<file path="src/rtl/haar_pkg.sv">
// haar_pkg: types and default dimensions shared by the Haar pair feeder.
// Provides the feeder state enum, the default pixel width and the default frame size.
package haar_pkg;
    typedef enum logic [1:0] {IDLE, EVEN, ODD, GAP} haar_feed_state_t;
    localparam int HAAR_DATA_W     = 16;
    localparam int HAAR_IMG_WIDTH  = 256;
    localparam int HAAR_IMG_HEIGHT = 256;
endpackage

</file>
<file path="src/rtl/haar_raster_counter.sv">
// haar_raster_counter: column/row position tracker for the Haar pair feeder.
// Ports: clk, reset (sync, active-low), clr (restart at column 0 of row 0),
//        col_adv (a pair completed), row_adv (row separator cycle),
//        last_col / last_row (current pair / row is the last one), row_fwd (current row is forwarded).
// Macro HAAR_ROW_DECIM_EN: when defined, only even rows are forwarded.
module haar_raster_counter
    import haar_pkg::*;
#(
    parameter int IMG_WIDTH  = HAAR_IMG_WIDTH,
    parameter int IMG_HEIGHT = HAAR_IMG_HEIGHT
) (
    input  logic clk,
    input  logic reset,
    input  logic clr,
    input  logic col_adv,
    input  logic row_adv,
    output logic last_col,
    output logic last_row,
    output logic row_fwd
);
    localparam int CW = $clog2(IMG_WIDTH);
    localparam int RW = IMG_HEIGHT > 1 ? $clog2(IMG_HEIGHT) : 1;
    logic [CW-1:0] col_q, col_d;
    logic [RW-1:0] row_q, row_d;
    assign last_col = col_q == CW'(IMG_WIDTH - 2);
    assign last_row = row_q == RW'(IMG_HEIGHT - 1);
`ifdef HAAR_ROW_DECIM_EN
    assign row_fwd = ~row_q[0];
`else
    assign row_fwd = 1'b1;
`endif
    // Explicit wrap keeps non-power-of-two dimensions correct.
    always_comb begin
        col_d = clr ? '0 : col_adv ? (last_col ? '0 : col_q + CW'(2)) : col_q;
        row_d = clr ? '0 : row_adv ? (last_row ? '0 : row_q + RW'(1)) : row_q;
    end
    always_ff @(posedge clk) begin
        if (!reset) begin
            col_q <= '0;
            row_q <= '0;
        end else begin
            col_q <= col_d;
            row_q <= row_d;
        end
    end
endmodule

</file>
<file path="src/rtl/haar_pair_feeder.sv">
// haar_pair_feeder: groups a raster pixel stream into (even, odd) pairs for haar_lift.
// Ports: clk, reset (sync, active-low); pix_valid/pix_sof/pix_data/pix_ready pixel handshake;
//        start/im11/im21 registered pair to haar_lift; row_done/frame_done end-of-row/frame pulses.
// Macro HAAR_ROW_DECIM_EN: when defined, odd rows are consumed without emitting pairs.
module haar_pair_feeder
    import haar_pkg::*;
#(
    parameter int DATA_W     = HAAR_DATA_W,
    parameter int IMG_WIDTH  = HAAR_IMG_WIDTH,
    parameter int IMG_HEIGHT = HAAR_IMG_HEIGHT
) (
    input  logic              clk,
    input  logic              reset,
    input  logic              pix_valid,
    input  logic              pix_sof,
    input  logic [DATA_W-1:0] pix_data,
    output logic              pix_ready,
    output logic              start,
    output logic [DATA_W-1:0] im11,
    output logic [DATA_W-1:0] im21,
    output logic              row_done,
    output logic              frame_done
);
    haar_feed_state_t state_q, state_d;
    logic [DATA_W-1:0] hold_q, hold_d, im11_q, im11_d, im21_q, im21_d;
    logic start_q, start_d, row_done_q, row_done_d, frame_done_q, frame_done_d;
    logic acc, clr, col_adv, row_adv, last_col, last_row, row_fwd;

    haar_raster_counter #(.IMG_WIDTH(IMG_WIDTH), .IMG_HEIGHT(IMG_HEIGHT)) u_cnt (
        .clk(clk),
        .reset(reset),
        .clr(clr),
        .col_adv(col_adv),
        .row_adv(row_adv),
        .last_col(last_col),
        .last_row(last_row),
        .row_fwd(row_fwd)
    );

    assign pix_ready = state_q != GAP;

    // A sof pixel in any accepting state restarts the frame as column 0 of row 0.
    // Row/frame done of a dropped final row still fire, in its GAP cycle with start low.
    always_comb begin
        acc          = pix_valid && pix_ready;
        clr          = acc && pix_sof;
        col_adv      = acc && !pix_sof && state_q == ODD;
        row_adv      = state_q == GAP;
        hold_d       = (clr || (acc && state_q == EVEN)) ? pix_data : hold_q;
        start_d      = col_adv && row_fwd;
        im11_d       = start_d ? hold_q : im11_q;
        im21_d       = start_d ? pix_data : im21_q;
        row_done_d   = col_adv && last_col && (row_fwd || last_row);
        frame_done_d = col_adv && last_col && last_row;
        state_d      = state_q;
        case (state_q)
            EVEN:    if (acc) state_d = ODD;
            ODD:     if (acc) state_d = last_col ? GAP : EVEN;
            GAP:     state_d = last_row ? IDLE : EVEN;
            default: state_d = state_q;
        endcase
        if (clr) state_d = ODD;
    end

    always_ff @(posedge clk) begin
        if (!reset) begin
            state_q      <= IDLE;
            hold_q       <= '0;
            im11_q       <= '0;
            im21_q       <= '0;
            start_q      <= 1'b0;
            row_done_q   <= 1'b0;
            frame_done_q <= 1'b0;
        end else begin
            state_q      <= state_d;
            hold_q       <= hold_d;
            im11_q       <= im11_d;
            im21_q       <= im21_d;
            start_q      <= start_d;
            row_done_q   <= row_done_d;
            frame_done_q <= frame_done_d;
        end
    end

    assign start      = start_q;
    assign im11       = im11_q;
    assign im21       = im21_q;
    assign row_done   = row_done_q;
    assign frame_done = frame_done_q;
endmodule

</file>
<file path="config.mk">
export PLATFORM = sky130hd
export DESIGN_NAME = haar_pair_feeder
export DESIGN_NICKNAME = d
export VERILOG_FILES = /design/src/rtl/haar_pkg.sv /design/src/rtl/haar_raster_counter.sv /design/src/rtl/haar_pair_feeder.sv
export SDC_FILE = /design/constraint.sdc
export NUM_CORES = 1
export LEC_CHECK = 0
export BUFFER_PORTS_ARGS = -buffer_cell sky130_fd_sc_hd__buf_2
export CAP_MARGIN = 20
export CORE_ASPECT_RATIO = 0.8
export CORE_MARGIN = 2
export CORE_UTILIZATION = 49
export DETAILED_ROUTE_END_ITERATION = 10
export PLACE_DENSITY_LB_ADDON = 0.05
export SETUP_SLACK_MARGIN = 0.1
export SYNTH_ARGS = -nofsm -noshare
export SYNTH_HDL_FRONTEND = slang
export SYNTH_SLANG_ARGS = --single-unit
</file>
<file path="constraint.sdc">
create_clock -name clk -period 1.6 [get_ports clk]
set_clock_uncertainty 0.15 [all_clocks]
set_input_delay 0.32 -clock clk [delete_from_list [all_inputs] [get_ports clk]]
set_output_delay 0.32 -clock clk [all_outputs]
set_load 0.01 [all_outputs]
</file>
==> impl_metrics.ini, run 1 <==
[critical_path]
cp-start-kind = register
crit_type = register to register
worstPathArrival_ns = 1.81
end_kind = register
required_ns = 1.69
worst-path-max-fanout = 8
reg2reg_depth = 6

[synthesis]
netlist_top_cells_area = dfxtp_1, nand2_1, a21boi_1
ys_warn_count = 0
synth_edf_count = 0
synth_ff_type = dfxtp_1
yosysTopAreaCellShare = 0.484
ys_async_sr_fraction = 0
postSynthAreaPerCell_um2 = 9.16
synth_nets = 333
synth_top_area_cell = dfxtp_1
syn_inst = 307
synth_common_cells = nand2_1, dfxtp_1, a21boi_1
synth_area_mm2 = 0.00281
synth_cell_types = 35
synth_seq_cells = 68
seq_area_frac_synth = 0.484
synth_most_common_cell = nand2_1

[clocking]
clockBufferDepth = 2
clk_pin_slew_ns = 0.07
clk_latency_ns = 0.34
hold_buffers = 0
tritoncts = done
cts_max_level = 3
cts-root-buf = clkbuf_8
cts_made_buffers = 9
cts.sinks = 68

[placement]
portBuffers = 55
placed_cells = 448
dpl.hpwl_um = 4020
gp_congestion = 0.772
place_ws_ns = -0.141

[timing]
period_share = 1.08
max_freq_ghz = 0.580
rsz0062_at_grt = true
hold_viol_final = 0
relSlewSlack = 0.793
maxSlewViolCount = 0
layout_setup_ws_ns = -0.123
timing.hold.ws_ns = 0.0800
worst_pin_slew_ns = 0.310
setup-violations-final = 57
period_needed_ns = 1.72

[route]
dr.pass1.iters = 4
drc_errors = 0
viasPerCell = 5.13
ant_nets = 0
vias = 2466
wl_um = 7220
wl_per_cell_um = 15.0
drt-initial-drc-count = 118

[global_route]
grt_max_degree = 34
grt_use_met2 = 0.291
grt_usage = 0.205
grt_pass1_wl_um = 10100
met3_usage = 0.0599
grt-ovfl-total = 0
grt-busiest-layer = met1
antenna_found_initial = 0
met1_usage = 0.292
grt_pass1_vias = 2119

[worst_hold_path]
hold_depth = 3
hold_path.class = input pin to register

[floorplanning]
die_w_um = 88.7
ios = 56
rows = 24
placeableCoreArea_mm2 = 0.00550
dieArea_mm2 = 0.00637
die_h_um = 71.8
initial_core_util = 0.512

[flow_run]
drv_cap = 0

[pwr]
seqPwrFrac = 0.463
intPower_uw = 2870
p_leak_uw = 0.00178
power_density_mw_per_mm2 = 923
irDropWorstVdd_uv = 596
p_sw_uw = 1030
switching_share = 0.265
power.share.clock = 0.364
pwr-share-comb = 0.173

[status]
status = finished with violations
violations = setup timing

[finish]
drive_gt1_frac = 0.481
fin_nets = 424
fin_cells = 481
area_delta_synth_final_pct = 50.2
antenna_cells = 0
[power by group through the flow]
stage	Sequential [uW]	Combinational, uW	Clock, uW
finish	1810	674	1420
global route	1820	721	1520
CTS	1800	491	1450
detailed placement	1830	440	0
global placement	1830	434	0
floorplan	1830	269	0
[flip-flops by register name (all words and copies together), names as in the netlist]
register,count
im21,16
u_cnt.col_q,7
frame_done,1
hold_q,16
im11,16
u_cnt.row_q,8
state_q,2
row_done,1
start,1
[final cells by class]
class                      count  area, um2
tap                           78       97.6
clock buffer                  10        138
fill                         374       1270
clock inverter                 6       63.8
inverter                       6       25.0
sequential                    68       1370
multi-input combinational    216       1720
timing repair buffer          97        807
[worst paths after layout]
check / startpoint / endpoint / slack [ns]
hold / removal: pix_data[4] / im21[4] / 0.08
setup reg to reg: state_q[1] / im11[3] / -0.12
hold reg to reg: hold_q[9] / im11[9] / 0.31
setup / recovery: state_q[1] / im11[3] / -0.12
[layer usage]
layer  up-vias  routed length (um)
met4         0                  68
met2        52                3520
met5         -                   0
met3         8                 263
met1      1175                3370
li1       1231                   -
[worst max-delay path: stages, from the launching register on]
cell,delay (ns)
dfxtp_4,0.38
ha_4,0.18
buf_6,0.11
or3_4,0.47
clkbuf_16,0.23
nand2_4,0.07
a21boi_2,0.04
[cells by family (layout without fill, tap and decap cells)]
kind of cell | after synthesis | in the layout | share of synthesized area
AND/OR/NAND/NOR | 133 | 133 | 0.221
flip-flops | 68 | 68 | 0.484
AO/OA/AOI/OAI | 54 | 54 | 0.141
buffers and inverters | 23 | 119 | 0.0480
multiplexers | 17 | 17 | 0.0605
adder cells (fa/ha/maj) | 6 | 6 | 0.0267
XOR/XNOR | 6 | 6 | 0.0187
[through the flow]
step	setup TNS (ns)	util	power, uW	area (um2)
after floorplan	-0.993	-	2100	2850
after global placement	-1.74	0.606	2260	3330
after detailed placement	-3.90	0.606	2270	3330
after CTS	-1.12	0.665	3730	3650
after global routing	-6.37	0.769	4060	4220
final	-4.21	0.769	3900	4220
[layout by cell type, fill, tap and decap left out, types with 3 or more instances in the layout]
master / n
inv_1: 3
nand2_2: 22
and3_1: 6
nor2_1: 10
clkbuf_8: 10
buf_8: 3
buf_6: 11
buf_4: 19
dfxtp_1: 66
a21boi_1: 20
a21boi_2: 12
a21oi_1: 3
a311oi_1: 3
nand2_1: 30
ha_4: 4
nand2_4: 21
o21ai_1: 3
xor2_1: 5
nand4_1: 5
mux2i_1: 17
a21oi_2: 3
nor2b_1: 19
buf_2: 54
buf_12: 5
nand3_1: 5
clkbuf_16: 5
[repair_timing]
item,4_1_cts,5_1_grt
setup endpoints to repair,62,64
hold endpoints to repair,0,0
pin swaps,4,92
cloned,1,6
gates resized for setup,21,105
buffers inserted,1,11
Power figures use the tool's default switching activity.
==> inputs of run 2 (changes only) <==
CELL_PAD_IN_SITES_DETAIL_PLACEMENT = 0   (was unset)
CELL_PAD_IN_SITES_GLOBAL_PLACEMENT = 1   (was unset)
CORE_UTILIZATION = 37   (was 49)
==> impl_metrics.ini, run 2 (synthesized netlist as in run 1, its figures left out) <==
[status]
status = finished with violations
violations = setup timing

[critical_path]
crit_type = register to register
end_kind = register
cp-start-kind = register
worstPathArrival_ns = 1.75
required_ns = 1.68
worst-path-max-fanout = 8

[floorplanning]
placeableCoreArea_mm2 = 0.00739
ios = 56
die_w_um = 101
die_h_um = 82.0
rows = 28
dieArea_mm2 = 0.00832
initial_core_util = 0.381

[flow_run]
drv_cap = 0

[route]
ant_nets = 0
wl_um = 6750
drc_errors = 0
wl_met1_um = 3420
dr.pass1.iters = 4
dr_wl_met3_um = 291
wl_per_cell_um = 13.4
route.met2.wl_um = 2980
viasPerCell = 4.72
maxUsedRoutingLayer = met4
drt-initial-drc-count = 69
vias = 2367

[finish]
drive_gt1_frac = 0.403
antenna_cells = 0
fin_nets = 419
mostFrequentLayoutCells = dfxtp_1, nand2_1, buf_2, buf_4, a21boi_1
area_delta_synth_final_pct = 42.2
final_common_cell = dfxtp_1
fin_cells = 502

[timing]
hold_viol_final = 0
max_freq_ghz = 0.600
period_needed_ns = 1.67
period_share = 1.04
layout_setup_ws_ns = -0.0667
setup-violations-final = 54
rsz0062_at_grt = true
relSlewSlack = 0.782
maxSlewViolCount = 0
worst_pin_slew_ns = 0.327

[pwr]
power_density_mw_per_mm2 = 945
total_power_uw = 3780
irDropWorstVdd_uv = 445
p_leak_uw = 0.00169

[clocking]
cts.sinks = 68
clockBufferDepth = 2
clk_latency_ns = 0.34
cts_max_level = 3
cts-root-buf = clkbuf_8
cts_made_buffers = 9
tritoncts = done
clk_pin_slew_ns = 0.08

[placement]
placed_cells = 474
portBuffers = 55
dpl.hpwl_um = 4030
gp_congestion = 0.822

[worst_hold_path]
hold_path.class = input pin to register

[global_route]
grt-ovfl-total = 0
grt_pass1_vias = 2083
antenna_found_initial = 0
grt_pass1_wl_um = 9960
grt_usage = 0.157
grt_max_degree = 51
-- run 2: cell types whose count changed in the layout (fill, tap and decap cells not counted), sizes merged --
cell / previous run / this run
clkbuf: 15 / 13
clkinvlp: 2 / 1
buf: 92 / 89
-- run 2: critical path, cell delays in order, from the launching register on --
cell and delay (ns):
dfxtp_4 0.40, inv_2 0.05, ha_2 0.18, nor2b_4 0.14
o21ai_4 0.19, clkbuf_16 0.21, mux2i_1 0.19, nor2b_1 0.06
-- run 2: worst paths after layout --
| check | startpoint | end | slack, ns | depth (start not counted) |
|---|---|---|---|---|
| hold / removal | pix_data[0] | im21[0] | 0.07 | 3 |
| hold reg to reg | im21[13] | im21[13] | 0.30 | 2 |
| setup reg to reg | state_q[1] | hold_q[1] | -0.07 | 7 |
| setup / recovery | state_q[1] | hold_q[1] | -0.07 | 7 |
-- run 2: power breakdown --
| part | internal [uW] | total [uW] | switching [uW] |
|---|---|---|---|
| registers | 1750 | 1800 | 47.6 |
| clock network | 745 | 1390 | 644 |
| logic | 304 | 588 | 284 |
-- run 2: layout make-up --
cell class / count / area, um2
Fill cell: 691 / 3390
Multi-Input combinational cell: 216 / 1590
Sequential cell: 68 / 1370
Timing Repair Buffer: 92 / 688
Clock buffer: 10 / 138
Tap cell: 105 / 131
Clock inverter: 5 / 52.6
Inverter: 6 / 27.5
-- run 2: stage by stage --
step	TNS [ns]	util	hold WS [ns]	worst slack [ns]	instance area, um2
2_1_floorplan	-0.993	-	0.280	-0.0375	2850
4_1_cts	-2.31	0.488	0.0565	-0.0648	3610
6_report	-1.89	0.541	0.0736	-0.0667	4000
3_5_place_dp	-1.68	0.452	0.292	-0.0699	3340
5_1_grt	-5.14	0.541	0.0691	-0.126	4000
3_3_place_gp	-0.449	0.452	0.288	-0.0311	3340
-- run 2: metal layers --
metal  vias up  track usage
met4         0       0.0689
met2        40        0.226
met1      1101        0.213
met3         6       0.0536
li1       1220            -
met5         -            0
-- run 2: repair_timing --
action / CTS / global route
gates cloned: 0 / 3
hold buffers: 0 / 0
gates resized for setup: 12 / 69
pin swaps: 7 / 43
setup buffers: 3 / 7
setup endpoints to repair: 61 / 67
